===== src/rtl/watch_pkg.sv =====
// Shared stopwatch definitions: recall FSM states, bus widths and RAM timing
// common to the lap-record read and write controllers.
package watch_pkg;

  localparam int unsigned WATCH_ADDR_W   = 4;
  localparam int unsigned WATCH_DATA_W   = 24;
  localparam int unsigned WATCH_READ_LAT = 2;
  localparam int unsigned WATCH_DWELL_MS = 1000;

  localparam logic [WATCH_DATA_W-1:0] WATCH_EMPTY_CODE = 24'hAAAAAA;

  typedef enum logic [2:0] {
    ST_IDLE  = 3'd0,
    ST_FETCH = 3'd1,
    ST_WAIT  = 3'd2,
    ST_SHOW  = 3'd3,
    ST_EMPTY = 3'd4
  } rr_state_t;

endpackage


===== src/rtl/record_reader_if.sv =====
// Key, RAM-read and display signals between the record reader and its
// surroundings; master is the reader, slave the keys/RAM/display side.
interface record_reader_if
  import watch_pkg::*;
#(
  parameter int unsigned ADDR_W = WATCH_ADDR_W,
  parameter int unsigned DATA_W = WATCH_DATA_W
) ();

  logic              tick_1khz;
  logic              key_recall;
  logic              key_next;
  logic              key_prev;
  logic              key_exit;
  logic [ADDR_W:0]   rec_count;
  logic [DATA_W-1:0] ram_q;
  logic [ADDR_W-1:0] ram_addr;
  logic [DATA_W-1:0] disp_data;
  logic              disp_valid;
  logic              active;
  logic [ADDR_W-1:0] rec_index;
  logic              auto_on;

  modport master (
    input  tick_1khz, key_recall, key_next, key_prev, key_exit, rec_count, ram_q,
    output ram_addr, disp_data, disp_valid, active, rec_index, auto_on
  );

  modport slave (
    output tick_1khz, key_recall, key_next, key_prev, key_exit, rec_count, ram_q,
    input  ram_addr, disp_data, disp_valid, active, rec_index, auto_on
  );

endinterface


===== src/rtl/record_dwell_timer.sv =====
// Auto-scroll dwell timer: counts tick_1khz pulses while enabled and flags the
// tick that completes DWELL_MS of dwell.
module record_dwell_timer
  import watch_pkg::*;
#(
  parameter int unsigned DWELL_MS = WATCH_DWELL_MS
) (
  input  logic clk,
  input  logic rst,
  input  logic i_en,
  input  logic i_tick,
  input  logic i_clr,
  output logic o_expire_c
);

  localparam int unsigned CNT_W = 16;

  logic [CNT_W-1:0] r_cnt;
  logic             w_hit;

  assign w_hit      = (r_cnt == CNT_W'(DWELL_MS - 1));
  assign o_expire_c = i_en & i_tick & w_hit & ~i_clr;

  // Expiry restarts the dwell so the next record gets a full period
  always_ff @(posedge clk or negedge rst) begin
    if (!rst) begin
      r_cnt <= '0;
    end else if (i_clr || o_expire_c) begin
      r_cnt <= '0;
    end else if (i_en && i_tick) begin
      r_cnt <= r_cnt + CNT_W'(1);
    end
  end

endmodule


===== src/rtl/record_reader.sv =====
// Lap-record recall controller: fetches records from the lap RAM one at a time,
// presents them for display and steps through them by key or auto-scroll.
module record_reader
  import watch_pkg::*;
#(
  parameter int unsigned       ADDR_W     = WATCH_ADDR_W,
  parameter int unsigned       DATA_W     = WATCH_DATA_W,
  parameter int unsigned       READ_LAT   = WATCH_READ_LAT,
  parameter int unsigned       DWELL_MS   = WATCH_DWELL_MS,
  parameter logic [DATA_W-1:0] EMPTY_CODE = DATA_W'(WATCH_EMPTY_CODE)
) (
  input logic             clk,
  input logic             rst,
  record_reader_if.master bus
);

  localparam int unsigned CNT_W  = ADDR_W + 1;
  localparam int unsigned WAIT_W = (READ_LAT > 1) ? $clog2(READ_LAT) : 1;

  rr_state_t         r_state, w_state_nxt;
  logic [CNT_W-1:0]  r_total, w_total_nxt;
  logic [ADDR_W-1:0] r_index, w_index_nxt;
  logic [WAIT_W-1:0] r_wait, w_wait_nxt;
  logic [ADDR_W-1:0] r_ram_addr, w_ram_addr_nxt;
  logic [DATA_W-1:0] r_disp_data, w_disp_data_nxt;
  logic              r_disp_valid, w_disp_valid_nxt;
  logic              r_active, w_active_nxt;
  logic [ADDR_W-1:0] r_rec_index, w_rec_index_nxt;
  logic              r_auto_on, w_auto_on_nxt;

  logic              w_exit, w_fwd, w_back, w_step, w_expire_c, w_dwell_clr, w_dwell_en;
  logic [ADDR_W-1:0] w_last, w_index_step;

  assign w_exit = (r_state != ST_IDLE) & bus.key_exit;
  assign w_fwd  = (bus.key_next & ~bus.key_prev) | w_expire_c;
  assign w_back = bus.key_prev & ~bus.key_next;
  assign w_step = w_fwd | w_back;
  assign w_last = ADDR_W'(r_total - CNT_W'(1));

  // Wrap at both ends of the session's frozen record count
  always_comb begin
    w_index_step = r_index;
    if (w_fwd) begin
      w_index_step = (r_index == w_last) ? '0 : r_index + ADDR_W'(1);
    end else if (w_back) begin
      w_index_step = (r_index == '0) ? w_last : r_index - ADDR_W'(1);
    end
  end

  assign w_dwell_en  = (r_state == ST_SHOW) & r_auto_on;
  assign w_dwell_clr = (r_state != ST_SHOW) | bus.key_recall | bus.key_next |
                       bus.key_prev | bus.key_exit;

  record_dwell_timer #(.DWELL_MS(DWELL_MS)) u_dwell (
    .clk        (clk),
    .rst        (rst),
    .i_en       (w_dwell_en),
    .i_tick     (bus.tick_1khz),
    .i_clr      (w_dwell_clr),
    .o_expire_c (w_expire_c)
  );

  always_ff @(posedge clk or negedge rst) begin
    if (!rst) begin
      r_state      <= ST_IDLE;
      r_total      <= '0;
      r_index      <= '0;
      r_wait       <= '0;
      r_ram_addr   <= '0;
      r_disp_data  <= '0;
      r_disp_valid <= 1'b0;
      r_active     <= 1'b0;
      r_rec_index  <= '0;
      r_auto_on    <= 1'b0;
    end else begin
      r_state      <= w_state_nxt;
      r_total      <= w_total_nxt;
      r_index      <= w_index_nxt;
      r_wait       <= w_wait_nxt;
      r_ram_addr   <= w_ram_addr_nxt;
      r_disp_data  <= w_disp_data_nxt;
      r_disp_valid <= w_disp_valid_nxt;
      r_active     <= w_active_nxt;
      r_rec_index  <= w_rec_index_nxt;
      r_auto_on    <= w_auto_on_nxt;
    end
  end

  always_comb begin
    w_state_nxt = r_state;
    if (w_exit) begin
      w_state_nxt = ST_IDLE;
    end else begin
      unique case (r_state)
        ST_IDLE: begin
          if (bus.key_recall) w_state_nxt = (bus.rec_count == '0) ? ST_EMPTY : ST_FETCH;
        end
        ST_FETCH: w_state_nxt = ST_WAIT;
        ST_WAIT: begin
          if (r_wait == '0) w_state_nxt = ST_SHOW;
        end
        ST_SHOW: begin
          if (w_step) w_state_nxt = ST_FETCH;
        end
        ST_EMPTY: w_state_nxt = ST_EMPTY;
        default:  w_state_nxt = ST_IDLE;
      endcase
    end
  end

  // The RAM address moves as soon as a step is decided so ram_q is settled
  // by the time the wait count expires
  always_comb begin
    w_total_nxt      = r_total;
    w_index_nxt      = r_index;
    w_wait_nxt       = r_wait;
    w_ram_addr_nxt   = r_ram_addr;
    w_disp_data_nxt  = r_disp_data;
    w_disp_valid_nxt = r_disp_valid;
    w_active_nxt     = r_active;
    w_rec_index_nxt  = r_rec_index;
    w_auto_on_nxt    = r_auto_on;
    if (w_exit) begin
      w_active_nxt     = 1'b0;
      w_disp_valid_nxt = 1'b0;
      w_auto_on_nxt    = 1'b0;
    end else begin
      unique case (r_state)
        ST_IDLE: begin
          if (bus.key_recall) begin
            w_active_nxt = 1'b1;
            if (bus.rec_count == '0) begin
              w_disp_data_nxt  = EMPTY_CODE;
              w_disp_valid_nxt = 1'b1;
            end else begin
              w_total_nxt    = bus.rec_count;
              w_index_nxt    = '0;
              w_ram_addr_nxt = '0;
            end
          end
        end
        ST_FETCH: begin
          w_ram_addr_nxt   = r_index;
          w_disp_valid_nxt = 1'b0;
          w_wait_nxt       = WAIT_W'(READ_LAT - 1);
        end
        ST_WAIT: begin
          if (r_wait == '0) begin
            w_disp_data_nxt  = bus.ram_q;
            w_disp_valid_nxt = 1'b1;
            w_rec_index_nxt  = r_index;
          end else begin
            w_wait_nxt = r_wait - WAIT_W'(1);
          end
        end
        ST_SHOW: begin
          if (bus.key_recall) w_auto_on_nxt = ~r_auto_on;
          if (w_step) begin
            w_index_nxt    = w_index_step;
            w_ram_addr_nxt = w_index_step;
          end
        end
        ST_EMPTY: w_disp_valid_nxt = 1'b1;
        default:  w_active_nxt     = 1'b0;
      endcase
    end
  end

  assign bus.ram_addr   = r_ram_addr;
  assign bus.disp_data  = r_disp_data;
  assign bus.disp_valid = r_disp_valid;
  assign bus.active     = r_active;
  assign bus.rec_index  = r_rec_index;
  assign bus.auto_on    = r_auto_on;

endmodule


===== src/flat_wrapper.sv =====
// flat-port wrapper written by rule: the top's interface ports become plain ports
module record_reader_flat import watch_pkg::*;
#(
  parameter int unsigned       ADDR_W     = WATCH_ADDR_W,
  parameter int unsigned       DATA_W     = WATCH_DATA_W,
  parameter int unsigned       READ_LAT   = WATCH_READ_LAT,
  parameter int unsigned       DWELL_MS   = WATCH_DWELL_MS,
  parameter logic [DATA_W-1:0] EMPTY_CODE = DATA_W'(WATCH_EMPTY_CODE)
)
  (clk, rst, bus_tick_1khz, bus_key_recall, bus_key_next, bus_key_prev, bus_key_exit, bus_rec_count, bus_ram_q, bus_ram_addr, bus_disp_data, bus_disp_valid, bus_active, bus_rec_index, bus_auto_on);
  record_reader_if #(.ADDR_W(ADDR_W), .DATA_W(DATA_W)) bus_i ();
  input logic clk;
  input logic rst;
  input wire logic [$bits(bus_i.tick_1khz)-1:0] bus_tick_1khz;
  input wire logic [$bits(bus_i.key_recall)-1:0] bus_key_recall;
  input wire logic [$bits(bus_i.key_next)-1:0] bus_key_next;
  input wire logic [$bits(bus_i.key_prev)-1:0] bus_key_prev;
  input wire logic [$bits(bus_i.key_exit)-1:0] bus_key_exit;
  input wire logic [$bits(bus_i.rec_count)-1:0] bus_rec_count;
  input wire logic [$bits(bus_i.ram_q)-1:0] bus_ram_q;
  output wire logic [$bits(bus_i.ram_addr)-1:0] bus_ram_addr;
  output wire logic [$bits(bus_i.disp_data)-1:0] bus_disp_data;
  output wire logic [$bits(bus_i.disp_valid)-1:0] bus_disp_valid;
  output wire logic [$bits(bus_i.active)-1:0] bus_active;
  output wire logic [$bits(bus_i.rec_index)-1:0] bus_rec_index;
  output wire logic [$bits(bus_i.auto_on)-1:0] bus_auto_on;
  assign bus_i.tick_1khz = bus_tick_1khz;
  assign bus_i.key_recall = bus_key_recall;
  assign bus_i.key_next = bus_key_next;
  assign bus_i.key_prev = bus_key_prev;
  assign bus_i.key_exit = bus_key_exit;
  assign bus_i.rec_count = bus_rec_count;
  assign bus_i.ram_q = bus_ram_q;
  assign bus_ram_addr = bus_i.ram_addr;
  assign bus_disp_data = bus_i.disp_data;
  assign bus_disp_valid = bus_i.disp_valid;
  assign bus_active = bus_i.active;
  assign bus_rec_index = bus_i.rec_index;
  assign bus_auto_on = bus_i.auto_on;
  record_reader #(.ADDR_W(ADDR_W), .DATA_W(DATA_W), .READ_LAT(READ_LAT), .DWELL_MS(DWELL_MS), .EMPTY_CODE(EMPTY_CODE)) u_core (.clk(clk), .rst(rst), .bus(bus_i));
endmodule

===== config.mk =====
export PLATFORM = sky130hd
export DESIGN_NAME = record_reader_flat
export DESIGN_NICKNAME = d
export VERILOG_FILES = /design/src/rtl/watch_pkg.sv /design/src/rtl/record_reader_if.sv /design/src/rtl/record_dwell_timer.sv /design/src/rtl/record_reader.sv /design/src/flat_wrapper.sv
export SDC_FILE = /design/constraint.sdc
export NUM_CORES = 1
export LEC_CHECK = 0
export BUFFER_PORTS_ARGS = -buffer_cell sky130_fd_sc_hd__buf_2
export CAP_MARGIN = 20
export CORE_MARGIN = 4
export CORE_UTILIZATION = 56
export CTS_BUF_LIST = sky130_fd_sc_hd__clkbuf_8
export DETAILED_ROUTE_END_ITERATION = 12
export GPL_ROUTABILITY_DRIVEN = 0
export PLACE_DENSITY = 0.82
export SLEW_MARGIN = 5
export SYNTH_ARGS = -nofsm -noshare
export SYNTH_HDL_FRONTEND = slang
export SYNTH_SLANG_ARGS = --single-unit

===== constraint.sdc =====
create_clock -name clk -period 2.1 [get_ports clk]
set_input_delay 0.42 -clock clk [delete_from_list [all_inputs] [get_ports clk]]
set_output_delay 0.42 -clock clk [all_outputs]
set_load 0.01 [all_outputs]

==> results.json, run 1 <==
{
  "fmax_mhz": 504.3,
  "dr.pass1.iters": 4,
  "crit_required_ps": 2310,
  "synth-seq-cells": 63,
  "p_comb_frac": 0.397,
  "final_area_um2": 4021,
  "synth_top_area_share": 0.4844,
  "worst_slew_pin_slew_ps": 585.2,
  "slew_viol_final": 0,
  "dpl-instance-area_um2": 3822,
  "diodes": 0,
  "grt_usage": 0.2236,
  "internal_power_mw": 2.923,
  "yosys_warnings": 0,
  "end_kind": "flip-flop",
  "grt_setup_unrepaired": "true",
  "pre_cts_slack_ps": 80.93,
  "critPathArrivalTime_ps": 2190,
  "final_cells": 527,
  "cp-start-kind": "flip-flop",
  "start_util": 0.5838,
  "status": "completed",
  "criticalPathCategory": "reg2reg",
  "io_pins": 71,
  "synth-seq-area-share": 0.4844,
  "power_density_nw_per_um2": 1157,
  "netSwitchingFraction": 0.3717,
  "wl_per_cell_um": 14.35,
  "drt-initial-drc-count": 183,
  "final_util": 0.7214,
  "synthFlopType": "dfrtp_1",
  "fin_crit_ps": 1983,
  "antenna_found_initial": 0,
  "cts_setup_buffers": 0,
  "critPathMostFrequentCell": "a311oi_1",
  "cts_tree": "built",
  "finalWirelength_um": 7560,
  "setup_viol": 0,
  "p_leak_nw": 1.992,
  "synth_nets": 406,
  "hpwl_um": 5523,
  "die_w_um": 84.23,
  "cp_max_fo": 5,
  "synthTopCellsByCount": "nand2_1, dfrtp_1, nor2_1",
  "synthCells": 366,
  "pwr-share-clk": 0.217,
  "clk_latency_ps": 350,
  "ctsResizeCount": 0,
  "grt_max_degree": 64,
  "via_per_inst": 5.490,
  "port_buffers": 70,
  "num_vias": 2893,
  "slowest_delay_ps": 430,
  "setup_slack_ps": 117.2,
  "clock_path_buffers": 2,
  "async_flop_share": 1.000,
  "synth_area_leaders": "dfrtp_1, nand2_1, o21ai_0",
  "synth_area_um2": 3254,
  "final_antenna_net_count": 0,
  "maxCapViolCount": 0,
  "rr_startpoint": "u_core.r_total[0]$_DFFE_PN0P_",
  "drive_above_1_share": 0.2659,
  "power.switching_mw": 1.729,
  "synth.most_common_cell": "nand2_1",
  "die_h_um": 84.23,
  "min_path_type": "in2async",
  "vdd_drop_max_v": 0.0007411,
  "fin_skew_ps": 10.38,
  "cts_buffers": 9,
  "finalCritPeriodShare": 0.9442,
  "grt_pass1_vias": 2829,
  "cts_root_buffer": "clkbuf_8",
  "place_inst": 513,
  "yosys.area.top_type": "dfrtp_1",
  "drc": 0,
  "area_growth_pct": 23.57,
  "worst_path_max_delay_cell": "o41ai_1",
  "grt_pass1_wl_um": 12830,
  "hold_violations": 0,
  "avgSynthCellArea_um2": 8.892,
  "clk_pin_slew_ps": 60,
  "crit_path_cell_trace": "buf_4, nor3_2, xnor2_2, a311oi_1, a311oi_1, o41ai_1",
  "cts_sinks": 63,
  "holdBufCountCts": 0,
  "slew_headroom": 0.6069,
  "ys_types": 50,
  "overflow": 0,
  "ctsHtreeMaxLevel": 3,
  "seqPwrFrac": 0.386,
  "rows": 27,
  "synth_edf_count": 0,
  "fin_nets": 492,
  "core_area_um2": 5574,
  "crit_start": "u_core.r_total[0]$_DFFE_PN0P_",
  "fp.dieArea_um2": 7095
}
logic make-up (layout without fill, tap and decap cells):
family,Yosys count,count (layout),share of synthesized area
compound gates,71,71,0.1353
xor+xnor,23,23,0.06190
fa+ha+maj,4,4,0.01538
buf+inv,30,119,0.03652
flops,63,63,0.4844
mux,8,8,0.02614
simple gates,167,167,0.2403
worst max-delay path, delay by kind of cell (launching register included):
kind | cells | cell delay [ps]
XOR/XNOR | 1 | 160
AO/OA/AOI/OAI | 3 | 870
AND/OR/NAND/NOR | 1 | 290
buffers and inverters | 1 | 150
flip-flops | 1 | 370
final cells by class:
cell class / count / area [um^2]
flip-flops and latches: 63 / 1577
multi-input cells: 273 / 1572
fillers: 445 / 1553
repair buffers: 94 / 555.5
clock buffers: 10 / 137.6
well taps: 72 / 90.09
clock inverters: 4 / 48.80
inverters: 11 / 41.29
placed cells by master (no fill, tap or decap), types with 10 or more instances in the layout:
master	count
buf_4	22
nor2_1	29
nand3_1	25
o21ai_0	28
xor2_1	13
inv_1	12
a21oi_1	14
nand2_1	78
buf_2	70
clkbuf_8	10
dfrtp_1	63
power by group through the flow:
stage / Clock, mW / Combinational (mW) / Sequential [mW]
6_report: 1.01 / 1.84 / 1.80
5_1_grt: 1.09 / 2.05 / 1.85
4_1_cts: 1.03 / 1.83 / 1.80
3_5_place_dp: 0 / 1.82 / 1.82
3_3_place_gp: 0 / 1.76 / 1.80
2_1_floorplan: 0 / 0.998 / 1.92
metrics by stage:
stage                     power, mW  hold WS (ps)  TNS, ps
after floorplan               2.920         124.4        0
after global placement        3.562         443.7        0
final                         4.652         86.21        0
after CTS                     4.655         96.55        0
after global routing          4.997         98.93   -10.79
after detailed placement      3.635         450.4        0
flip-flops by register name (all words and copies together), names as in the netlist:
name / flops
u_core.bus.disp_valid: 1
u_core.u_dwell.r_cnt: 16
u_core.r_wait: 1
u_core.bus.rec_index: 4
u_core.bus.auto_on: 1
u_core.r_state: 3
u_core.bus.disp_data: 24
u_core.bus.ram_addr: 4
u_core.r_index: 4
u_core.bus.active: 1
u_core.r_total: 4
per-layer routing:
layer	GRT usage	vias up	part of all wire
li1	-	1434	-
met1	0.2811	1390	0.43
met2	0.3694	58	0.50
met3	0.06869	11	0.051
met4	0.07164	0	0.014
met5	0	-	0
final timing paths:
path                                                   endpoint  slack, ps  cells past startpoint
max                               u_core.r_index[2]$_DFFE_PN0P_        120                      6
min                               u_core.r_index[0]$_DFFE_PN0P_         90                      2
max reg2reg                       u_core.r_index[2]$_DFFE_PN0P_        120                      6
min reg2reg                u_core.bus.disp_data[21]$_DFFE_PN0P_        460                      2
max in group asynchronous         u_core.r_total[0]$_DFFE_PN0P_       1740                      2
min in group clk            u_core.bus.disp_data[2]$_DFFE_PN0P_        290                      3
Note: power is estimated with default switching activity, not from simulation.
==> run 2, diff against run 1 <==
Settings changed: RECOVER_POWER set to 100.
==> results.json, run 2 (same netlist as run 1, synthesis figures left out) <==
{
  "final_antenna_net_count": 0,
  "vdd_drop_max_v": 0.0007266,
  "layout_commonest_cell": "nand2_1",
  "wl_met1_um": 3199,
  "grt_max_degree": 64,
  "power_density_nw_per_um2": 1157,
  "core_area_um2": 5574,
  "violations": "capacitance limit, slew limit",
  "fin_crit_ps": 1985,
  "slew_viol_final": 64,
  "drive_above_1_share": 0.1780,
  "area_growth_pct": 21.15,
  "end_kind": "flip-flop",
  "place_inst": 513,
  "path_depth": 6,
  "crit_required_ps": 2310,
  "rr_startpoint": "u_core.r_total[0]$_DFFE_PN0P_",
  "finalWirelength_um": 7530,
  "grt_pass1_vias": 2829,
  "cts_buffers": 9,
  "cp-start-kind": "flip-flop",
  "reg2reg_to": "u_core.r_index[2]$_DFFE_PN0P_",
  "final_cells": 527,
  "hpwl_um": 5523,
  "io_pins": 71,
  "crit_start": "u_core.r_total[0]$_DFFE_PN0P_",
  "cts_sinks": 63,
  "finalCritPeriodShare": 0.9454,
  "fill_cells": 473,
  "wl_per_cell_um": 14.29,
  "status": "finished with violations",
  "clk_latency_ps": 350,
  "crit_end": "u_core.r_index[2]$_DFFE_PN0P_",
  "overflow": 0,
  "maxCapViolCount": 1,
  "via_per_inst": 5.499,
  "p_leak_nw": 1.843,
  "worst_path_max_delay_cell": "o41ai_1",
  "rows": 27,
  "slowest_delay_ps": 430,
  "setup_viol": 0,
  "crit_family": "compound AO/OA/AOI/OAI gates",
  "holdBufCountCts": 0,
  "antenna_found_initial": 0,
  "rr_worst_depth": 6,
  "largest_reg_flops": 24,
  "criticalPathCategory": "reg2reg",
  "final_cell_mix": "nand2_1, dfrtp_1, clkbuf_1, buf_2",
  "hold_violations": 0,
  "grt_usage": 0.2236,
  "num_vias": 2898,
  "cts_tree": "built",
  "worst_slew_pin_slew_ps": 1527,
  "grt_setup_unrepaired": "true",
  "wl_met3_um": 393,
  "clk_pin_slew_ps": 70,
  "drt-initial-drc-count": 203,
  "port_buffers": 70,
  "start_util": 0.5838,
  "dr.pass1.iters": 5,
  "die_h_um": 84.23,
  "diodes": 0,
  "critPathArrivalTime_ps": 2190,
  "critPathMostFrequentCell": "a311oi_1",
  "fp.dieArea_um2": 7095,
  "drc": 0,
  "fin_nets": 492,
  "critPathBufInv": 1,
  "crit_path_cell_trace": "buf_4, nor3_2, xnor2_2, a311oi_1, a311oi_1, o41ai_1",
  "cts_root_buffer": "clkbuf_8",
  "min_path_type": "in2reg",
  "worst_hold_slack_ps": 286.9,
  "ctsResizeCount": 0,
  "wl_met2_um": 3814,
  "topRoutingLayerUsed": "met4",
  "fmax_mhz": 503.7,
  "die_w_um": 84.23,
  "r2r_slack_ps": 110,
  "slew_headroom": -0.01773,
  "grt_pass1_wl_um": 12830,
  "fin_skew_ps": 10.76,
  "cts_setup_buffers": 0,
  "ctsHtreeMaxLevel": 3,
  "clock_path_buffers": 2,
  "cp_max_fo": 5
}
run 2: changes by cell type in the layout (fill, tap and decap cells not counted), sizes merged:
cell | before | now
clkbuf | 10 | 52
buf | 94 | 52
run 2: layout make-up:
class                      count  area, um^2  area share
sequential                    63        1577      0.3999
multi-input combinational    273        1572      0.3986
timing repair buffer          94       476.7      0.1209
clock buffer                  10       137.6     0.03491
tap                           72       90.09     0.02285
clock inverter                 4       48.80     0.01238
inverter                      11       41.29     0.01047
run 2: where the power goes:
part           internal, mW  switching [mW]  leakage (nW)  total (mW)
clock network         0.562           0.450        0.0917        1.01
logic                 0.696            1.05         0.923        1.74
registers              1.56           0.242         0.829        1.81
total                  2.82            1.74          1.84        4.56
run 2: metal layers:
metal	up-vias	track usage
met5	-	0
li1	1438	-
met2	68	0.3694
met1	1379	0.2811
met4	0	0.07164
met3	13	0.06869
run 2: worst reg2reg max path, cell delays in order (launching register included):
cell and delay [ps]:
dfrtp_1 370, buf_4 150, nor3_2 290, xnor2_2 160, a311oi_1 330, a311oi_1 110
o41ai_1 430
run 2: through the flow:
| step | setup WS [ps] | setup TNS [ps] | util | total power [mW] | cell area (um^2) |
|---|---|---|---|---|---|
| after global placement | 142.9 | 0 | 0.6857 | 3.562 | 3822 |
| final | 114.7 | 0 | 0.7073 | 4.563 | 3943 |
| after detailed placement | 80.93 | 0 | 0.6857 | 3.635 | 3822 |
| after CTS | 120.2 | 0 | 0.7192 | 4.655 | 4009 |
| after floorplan | 172.0 | 0 | - | 2.920 | 3254 |
| after global routing | -10.79 | -25.37 | 0.7073 | 4.904 | 3943 |
run 2: how the worst min path moves through the flow:
stage                                               startpoint                              endpoint  slack, ps  cells after the start
after floorplan                                            rst         u_core.bus.active$_DFFE_PN0P_        120                      0
after detailed placement  u_core.bus.disp_data[10]$_DFFE_PN0P_  u_core.bus.disp_data[10]$_DFFE_PN0P_        450                      2
after global placement     u_core.bus.disp_data[2]$_DFFE_PN0P_   u_core.bus.disp_data[2]$_DFFE_PN0P_        440                      2
after global routing                              bus_ram_q[2]   u_core.bus.disp_data[2]$_DFFE_PN0P_        280                      3
after CTS                                                  rst   u_core.bus.disp_data[2]$_DFFE_PN0P_        100                      2
final                                             bus_ram_q[2]   u_core.bus.disp_data[2]$_DFFE_PN0P_        290                      3
==> run 3, diff against run 2 <==
Settings changed: MAX_ROUTING_LAYER set to met4.
==> results.json, run 3 (same netlist as run 1, synthesis figures left out) <==
{
  "final_antenna_net_count": 0,
  "hpwl_um": 5523,
  "topRoutingLayerUsed": "met4",
  "cts_root_buffer": "clkbuf_8",
  "rows": 27,
  "cts_buffers": 9,
  "clk_pin_slew_ps": 70,
  "dpl-instance-area_um2": 3822,
  "overflow": 0,
  "setup_viol": 0,
  "critPathArrivalTime_ps": 2190,
  "seq_area_um2": 1577,
  "die_h_um": 84.23,
  "largest_reg_flops": 24,
  "fill_cells": 473,
  "cts_setup_buffers": 0,
  "fin_nets": 492,
  "place_inst": 513,
  "wl_met2_um": 3798,
  "slew_viol_final": 64,
  "rr_worst_depth": 6,
  "cp_max_fo": 5,
  "drt-initial-drc-count": 218,
  "slew_headroom": -0.01953,
  "end_kind": "flip-flop",
  "multi_input_area_um2": 1572,
  "grt_pass1_vias": 2831,
  "fmax_mhz": 502.1,
  "hold_violations": 0,
  "pre_cts_slack_ps": 80.93,
  "wl_met1_um": 3239,
  "final_cell_mix": "nand2_1, dfrtp_1, clkbuf_1, buf_2",
  "worst_slew_pin_slew_ps": 1529,
  "clock_path_buffers": 2,
  "min_path_type": "in2reg",
  "num_vias": 2902,
  "io_pins": 71,
  "grt_pass1_wl_um": 12840,
  "crit_path_cell_trace": "buf_4, nor3_2, xnor2_2, a311oi_1, a311oi_1, o41ai_1",
  "antenna_found_initial": 0,
  "finalWirelength_um": 7519,
  "worstHoldPathCells": 3,
  "fin_skew_ps": 11.94,
  "vdd_drop_max_v": 0.0007267,
  "final_util": 0.7073,
  "cts_tree": "built",
  "grt_usage": 0.2305,
  "status": "finished with violations",
  "final_area_um2": 3943,
  "violations": "capacitance limit, slew limit",
  "criticalPathCategory": "reg2reg",
  "die_w_um": 84.23,
  "dr.pass1.iters": 4,
  "drc": 0,
  "ctsResizeCount": 0,
  "port_buffers": 70,
  "area_growth_pct": 21.15,
  "crit_required_ps": 2300,
  "clk_latency_ps": 350,
  "wl_per_cell_um": 14.27,
  "slowest_delay_ps": 440,
  "holdBufCountCts": 0,
  "maxCapViolCount": 1,
  "critPathMostFrequentCell": "a311oi_1",
  "fin_crit_ps": 1992,
  "wl_met3_um": 348,
  "final_cells": 527,
  "drive_above_1_share": 0.1780,
  "fp.dieArea_um2": 7095,
  "cts_sinks": 63,
  "p_leak_nw": 1.843,
  "layout_commonest_cell": "nand2_1",
  "start_util": 0.5838,
  "core_area_um2": 5574,
  "worst_path_max_delay_cell": "o41ai_1",
  "grt_setup_unrepaired": "true",
  "ctsHtreeMaxLevel": 3,
  "setup_slack_ps": 108.4,
  "power_density_nw_per_um2": 1157,
  "via_per_inst": 5.507,
  "grt_max_degree": 64,
  "diodes": 0,
  "cp-start-kind": "flip-flop",
  "finalCritPeriodShare": 0.9484
}
[run 3: cell counts in the layout (fill, tap and decap cells not counted)]
No cell type changed its count.
[run 3: per-layer routing]
layer | track usage | vias to the layer above
li1 | - | 1436
met1 | 0.2811 | 1393
met2 | 0.3694 | 60
met3 | 0.06869 | 13
met4 | 0.07164 | 0
met5 | - | -
[run 3: area by class of cell]
type / count / area share
tap: 72 / 0.02285
multi-input combinational: 273 / 0.3986
inverter: 11 / 0.01047
timing repair buffer: 94 / 0.1209
clock buffer: 10 / 0.03491
clock inverter: 4 / 0.01238
sequential: 63 / 0.3999
[run 3: final timing paths]
check	startpoint	to	slack (ps)
max in group asynchronous	rst	u_core.r_state[2]$_DFFE_PN0P_	650
hold reg to reg	u_core.bus.disp_data[21]$_DFFE_PN0P_	u_core.bus.disp_data[21]$_DFFE_PN0P_	460
min in group asynchronous	rst	u_core.r_total[3]$_DFFE_PN0P_	540
hold / removal	bus_ram_q[2]	u_core.bus.disp_data[2]$_DFFE_PN0P_	290
setup / recovery	u_core.r_total[0]$_DFFE_PN0P_	u_core.r_index[2]$_DFFE_PN0P_	110
setup reg to reg	u_core.r_total[0]$_DFFE_PN0P_	u_core.r_index[2]$_DFFE_PN0P_	110
[run 3: where the power goes]
group,internal [mW],leakage (nW),switching [mW]
Clock,0.562,0.0917,0.447
Combinational,0.696,0.923,1.05
Sequential,1.56,0.829,0.242
Total,2.82,1.84,1.74
[run 3: per-stage QoR]
step                      total power, mW  hold WS (ps)  setup TNS, ps
after floorplan                     2.920         124.4              0
after global placement              3.562         443.7              0
after detailed placement            3.635         450.4              0
after CTS                           4.655         96.55              0
after global routing                4.904         278.6         -25.25
final                               4.560         289.2              0
[run 3: worst max-delay path, delay by kind of cell, from the launching register on]
family	cells	cell delay (ps)
AO/OA/AOI/OAI	3	880
flip-flops	1	370
AND/OR/NAND/NOR	1	290
XOR/XNOR	1	160
buffers and inverters	1	150
